===== src/rtl/reg_file_wb.sv =====
// -----------------------------------------------------------------------------
// reg_file_wb -- architectural register file behind the write-back mux.
//
// A write is captured into a one-entry write-back latch and commits to the
// register array on the following clock edge. The write enable is decoded
// from the same opcode that steers the write-back mux. A retired HALT blocks
// all further captures until reset; a write already in the latch still
// drains. Register 0 is an ordinary register.
//
// Optional feature macro: REGFILE_BYPASS_EN
//   defined   : read ports forward the latch contents when the addresses match
//   undefined : read ports see the array only (one bubble needed after a writer)
//
// Ports
//   clk        in   1       clock, rising edge
//   reset      in   1       asynchronous, active-high reset
//   wb_data_i  in   DATA_W  write-back byte from the write-back mux
//   opcode     in   4       opcode of the instruction in write-back
//   wb_valid   in   1       opcode / wb_data_i / wr_addr valid this cycle
//   wr_addr    in   ADDR_W  destination register
//   rd_addr_a  in   ADDR_W  read port A address
//   rd_addr_b  in   ADDR_W  read port B address
//   rd_data_a  out  DATA_W  read port A data (combinational)
//   rd_data_b  out  DATA_W  read port B data (combinational)
//   wr_pending out  1       write-back latch holds an uncommitted write
//   halted     out  1       HALT retired; further writes blocked
// -----------------------------------------------------------------------------
module reg_file_wb #(
  parameter int DATA_W   = 8,
  parameter int NUM_REGS = 8,
  parameter int ADDR_W   = 4
) (
  input  logic              clk,
  input  logic              reset,
  input  logic [DATA_W-1:0] wb_data_i,
  input  logic [3:0]        opcode,
  input  logic              wb_valid,
  input  logic [ADDR_W-1:0] wr_addr,
  input  logic [ADDR_W-1:0] rd_addr_a,
  input  logic [ADDR_W-1:0] rd_addr_b,
  output logic [DATA_W-1:0] rd_data_a,
  output logic [DATA_W-1:0] rd_data_b,
  output logic              wr_pending,
  output logic              halted
);

  // The array spans the full address space so any read index is legal;
  // entries at or above NUM_REGS are never written and stay at reset value.
  localparam int DEPTH = 1 << ADDR_W;

  localparam logic [3:0] OP_HALT = 4'b1110;

  function automatic logic is_write_op(input logic [3:0] op);
    case (op)
      4'b0111, 4'b1000, 4'b1001, 4'b1101, 4'b0000,
      4'b0001, 4'b0101, 4'b0110, 4'b0100: is_write_op = 1'b1;
      default:                            is_write_op = 1'b0;
    endcase
  endfunction

  logic [DATA_W-1:0] arr_q [DEPTH];

  logic              wb_we_q,   wb_we_d;
  logic [ADDR_W-1:0] wb_addr_q, wb_addr_d;
  logic [DATA_W-1:0] wb_data_q, wb_data_d;
  logic              halted_q,  halted_d;

  logic capture;
  logic halt_hit;

  // wb_valid gates every use of opcode/wr_addr/wb_data_i so unknowns on an
  // idle bus cannot reach state. Address/data hold when nothing is captured.
  always_comb begin
    capture   = wb_valid && is_write_op(opcode) && !halted_q &&
                (32'(wr_addr) < NUM_REGS);
    halt_hit  = wb_valid && (opcode == OP_HALT);
    wb_we_d   = capture;
    wb_addr_d = wb_addr_q;
    wb_data_d = wb_data_q;
    if (capture) begin
      wb_addr_d = wr_addr;
      wb_data_d = wb_data_i;
    end
    halted_d  = halted_q || halt_hit;
  end

  always_ff @(posedge clk or posedge reset) begin
    if (reset) begin
      for (int i = 0; i < DEPTH; i++) begin
        arr_q[i] <= '0;
      end
      wb_we_q   <= 1'b0;
      wb_addr_q <= '0;
      wb_data_q <= '0;
      halted_q  <= 1'b0;
    end else begin
      // Commit of the previous capture is independent of this edge's capture,
      // so a write sitting in the latch drains even on the HALT edge.
      if (wb_we_q) begin
        arr_q[wb_addr_q] <= wb_data_q;
      end
      wb_we_q   <= wb_we_d;
      wb_addr_q <= wb_addr_d;
      wb_data_q <= wb_data_d;
      halted_q  <= halted_d;
    end
  end

  logic [DATA_W-1:0] arr_a, arr_b;

  assign arr_a = (32'(rd_addr_a) < NUM_REGS) ? arr_q[rd_addr_a] : '0;
  assign arr_b = (32'(rd_addr_b) < NUM_REGS) ? arr_q[rd_addr_b] : '0;

`ifdef REGFILE_BYPASS_EN
  // wb_addr_q is always in range while wb_we_q is set, so a match implies
  // an in-range read address.
  always_comb begin
    rd_data_a = arr_a;
    rd_data_b = arr_b;
    if (wb_we_q && (rd_addr_a == wb_addr_q)) rd_data_a = wb_data_q;
    if (wb_we_q && (rd_addr_b == wb_addr_q)) rd_data_b = wb_data_q;
  end
`else
  always_comb begin
    rd_data_a = arr_a;
    rd_data_b = arr_b;
  end
`endif

  assign wr_pending = wb_we_q;
  assign halted     = halted_q;

endmodule


===== config.mk =====
export PLATFORM = sky130hd
export DESIGN_NAME = reg_file_wb
export DESIGN_NICKNAME = d
export VERILOG_FILES = /design/src/rtl/reg_file_wb.sv
export SDC_FILE = /design/constraint.sdc
export NUM_CORES = 1
export LEC_CHECK = 0
export BUFFER_PORTS_ARGS = -buffer_cell sky130_fd_sc_hd__buf_4
export CAP_MARGIN = 20
export CORE_ASPECT_RATIO = 0.6
export CORE_MARGIN = 4
export CORE_UTILIZATION = 51
export DETAILED_ROUTE_END_ITERATION = 7
export HOLD_SLACK_MARGIN = 0.02
export PLACE_DENSITY = 0.7
export SLEW_MARGIN = 20
export SYNTH_ARGS = -nofsm -noshare
export SYNTH_HDL_FRONTEND = slang
export SYNTH_SLANG_ARGS = --single-unit

===== constraint.sdc =====
create_clock -name clk -period 2.7 [get_ports clk]
set_input_delay 0.135 -clock clk [delete_from_list [all_inputs] [get_ports clk]]
set_output_delay 0.135 -clock clk [all_outputs]
set_load 0.005 [all_outputs]

==> metrics.log <==
INFO  metric status = finished, final reports clean
INFO  metric detail_route.iter0.violations = between 150 and 200
INFO  metric dominant_cells_by_area_after_synthesis = dfrtp_1 49%, mux2_2 19%, mux4_2 18%, mux2i_1 4.0%, mux2_4 3.0%
INFO  metric tritoncts = built
INFO  metric slowest_delay = about 0.63 ns
INFO  metric detail-route-antenna-nets = 0
INFO  metric dpl_cell_area = roughly 0.0044 sq mm
INFO  metric finalSetupViolations = 0
INFO  metric netSwitchingFraction = around 28%
INFO  metric drt-vias-per-instance = around 5.8
INFO  metric core.rowCount = 24
INFO  metric globalRoute.busiestLayer = met1
INFO  metric timing.critical_path.from_type = register
INFO  metric vertical_die_dimension = ~77 um
INFO  metric data_required_time_of_the_critical_path = between 2 and 3 ns
INFO  metric crit_arrival = roughly 2.0 ns
INFO  metric vias_after_detailed_routing = 2366
INFO  metric critPathKind = register to register
INFO  metric setup_repair_after_global_routing_missed_its_margin = no
INFO  metric worstHoldPathType = input port to register
INFO  metric pwr_density_cell = between 900 and 1000 mW/mm^2
INFO  metric r2r-start = wb_addr_q[3]
INFO  metric grt_max_degree = 35
INFO  metric grt_use_met3 = between 7 and 8%
INFO  metric via_count_of_the_first_global_routing_pass = roughly 2600
INFO  metric yosys_reg_bits = 78
INFO  metric number_of_buffers_created_by_cts = 9
INFO  metric clock_net_sink_count = roughly 80
INFO  metric io_buffer_count = 44
INFO  metric grt_remaining_overflow = 0
INFO  metric synth_top_cell_by_area = dfrtp_1
INFO  metric post_synth_instance_area = 0.004019 sq mm
INFO  metric clock_path_buffers = 2
INFO  metric worst_r2r_endpoint = arr_q[91]
INFO  metric tightest_slew = around 0.78 ns
INFO  metric placed_cells = 388
INFO  metric final.fill_count = 587
INFO  metric floorplan.core_area = 0.007447 sq mm
INFO  metric worst_skew_pair.late_latency = around 0.34 ns
INFO  metric netlist.area_leader.share = between 40% and 50%
INFO  metric slew-limit-headroom = between 40% and 50%
INFO  metric deepest_level_of_the_cts_h_tree = 3
INFO  metric grt_first_pass_wirelength = around 14 mm
INFO  metric layout.cells.non_filler = just over 400
INFO  metric power_frac_clock = between 20% and 30%
INFO  metric grt_util_met1 = a little under a third
INFO  metric min_period_over_period = approximately two thirds
INFO  metric grt_usage = approximately a fifth
INFO  metric clk_pin_slew_worst_paths = 0.06 ns
INFO  metric synth_common_cells = 78 x dfrtp_1, 67 x mux2_2, 32 x mux4_2
INFO  metric average_detailed_routed_wire_length_per_instance = between 20 and 25 um
INFO  metric met2_usage = roughly 30%
INFO  metric post_cts_resized = 0
INFO  metric r2r.worst_path.cells = 3
INFO  metric synth_enable_flop_cells = 0
INFO  metric p_switching = between 0.001 and 0.0015 W
INFO  metric nNetsFinal = 329
INFO  metric worstSetupEndpointType = register
INFO  metric initial_antenna_violation_count = 0
INFO  metric dpl.hpwl = 5.897 mm
INFO  metric postCtsSetupRepairBufs = 0
INFO  metric ys.warnings.count = 0
INFO  metric root_buffer = clkbuf_16
INFO  metric fin_hold_ws = around 0.027 ns
INFO  metric largest_fanout_of_any_net_on_the_critical_path = 8
INFO  metric total_leakage_power = roughly 2.3 nW
INFO  metric route.detailed.drc = 0
INFO  metric synth-async-reset-ratio = 100.0%
INFO  metric power_frac_comb = approximately a quarter
INFO  metric hold_path_depth = 2
INFO  metric area.growth.synth_to_final = 19.21%
INFO  metric hold_end = wb_data_q[7]
INFO  metric initial_core_util = 53.97%
INFO  metric detail_route.first_pass.iterations = 4
INFO  metric max_freq = around 570 MHz
INFO  metric postSynthAreaPerCell = ~16 sq um
INFO  metric finalSetupTns = 0 ns
INFO  metric synth_ff_type = dfrtp_1
INFO  metric synth_cell_type_count = 23
INFO  metric skew = approximately 0.0056 ns
INFO  metric totalPowerFinal = around 0.0045 W
INFO  metric synthMostInstantiatedCell = dfrtp_1
INFO  metric ctsHoldBuffers = 6
INFO  metric wirelength = between 8 and 9 mm
INFO  metric report.final.hold_viol_count = 0
INFO  metric place_congestion = roughly 0.74
INFO  metric min-delay-start = wb_data_i[7]
INFO  metric fin_area = ~0.0048 sq mm
INFO  metric power.ir.vdd_worst = between 0.6 and 0.7 mV
INFO  metric cap_viol_max_count = 0
INFO  metric die_w = between 100 and 150 um
INFO  metric layout_min_cycle_time = 1.764 ns
INFO  metric synthCells = about 260
INFO  metric mappedNetlistNets = ~280
INFO  metric cellInternalPower = roughly 0.0033 W
INFO  metric fp.dieArea = ~0.0094 sq mm
INFO  metric proportion_of_synthesized_chip_area_in_sequential_cells = 48.57%
INFO  metric design.portCount = 45
INFO  metric cp_cell_sequence = nand3b_4 > or3_1 > mux2_4
INFO  metric timing.critical_path.slowest_stage_cell = or3_1
INFO  metric reg2reg_setup_slack = around 0.94 ns
INFO  metric num_antenna_cells = 0
INFO  metric pwr-share-seq = about 47%
INFO  metric drv_slew = 0
INFO  metric drive_above_1_share = between 50% and 60%
through the flow:
step                      utilization [%]  setup slack, ns
after CTS                           64.20           0.9314
after global routing                64.33           0.8247
after global placement              59.34           0.9722
after detailed placement            59.34           0.9432
final                               64.33           0.9361
after floorplan                         -           0.5700
critical path: cells and delay by family, from the launching register on:
| family | cells | cell delay (ns) |
|---|---|---|
| multiplexers | 1 | 0.41 |
| flip-flops | 1 | 0.40 |
| AND/OR/NAND/NOR | 2 | 0.84 |
flip-flops by register name (all words and copies together) (netlist names):
name and flops:
wb_addr_q 4, wr_pending 1, wb_data_q 8, halted 1, arr_q 64
layer usage:
metal	share of wire [%]	vias up
met5	0	-
met2	46	60
met3	6.0	7
met4	0.57	0
li1	-	1064
met1	47	1235
placed cells by master (no fill, tap or decap), drive strengths merged, types with 2 or more instances in the layout:
master / netlist / layout
mux2: 75 / 75
clkbuf: 0 / 12
buf: 17 / 46
inv: 3 / 3
clkinv: 0 / 3
dlygate4sd3: 0 / 7
mux4: 32 / 32
nand2: 2 / 2
nor2: 19 / 19
nand3b: 3 / 3
nor3b: 3 / 3
mux2i: 16 / 16
dfrtp: 78 / 78
worst max path at each step:
stage / end / start
final: arr_q[91] / wb_addr_q[3]
after CTS: arr_q[119] / wb_addr_q[2]
after global routing: arr_q[119] / wr_pending
after global placement: arr_q[93] / wb_addr_q[3]
after floorplan: arr_q[100] / reset
after detailed placement: arr_q[119] / wb_addr_q[2]
layout make-up:
class | count | area (sq um) | area share (%)
Inverter | 3 | 11.26 | 0.2350
Timing Repair Buffer | 53 | 427.9 | 8.932
Multi-Input combinational cell | 157 | 1968 | 41.08
Clock inverter | 4 | 45.04 | 0.9402
Sequential cell | 78 | 1952 | 40.74
Tap cell | 104 | 130.1 | 2.716
Clock buffer | 12 | 256.5 | 5.354
cells by family (layout without fill, tap and decap cells):
kind of cell	count (synthesis)	after routing	share of synthesized area, %
muxes	123	123	43.68
DFF	78	78	48.57
and+or+nand+nor	32	32	4.888
buffers and inverters	20	72	2.459
AOI/OAI and AO/OA	2	2	0.4048
power by group through the flow:
stage          registers (W)  clock network, W  logic [W]
2_1_floorplan        0.00193                 0    0.00102
3_3_place_gp         0.00210                 0    0.00118
3_5_place_dp         0.00212                 0    0.00122
4_1_cts              0.00210           0.00124    0.00123
5_1_grt              0.00219           0.00130    0.00132
6_report             0.00211           0.00122    0.00121
Power figures use the tool's default switching activity.
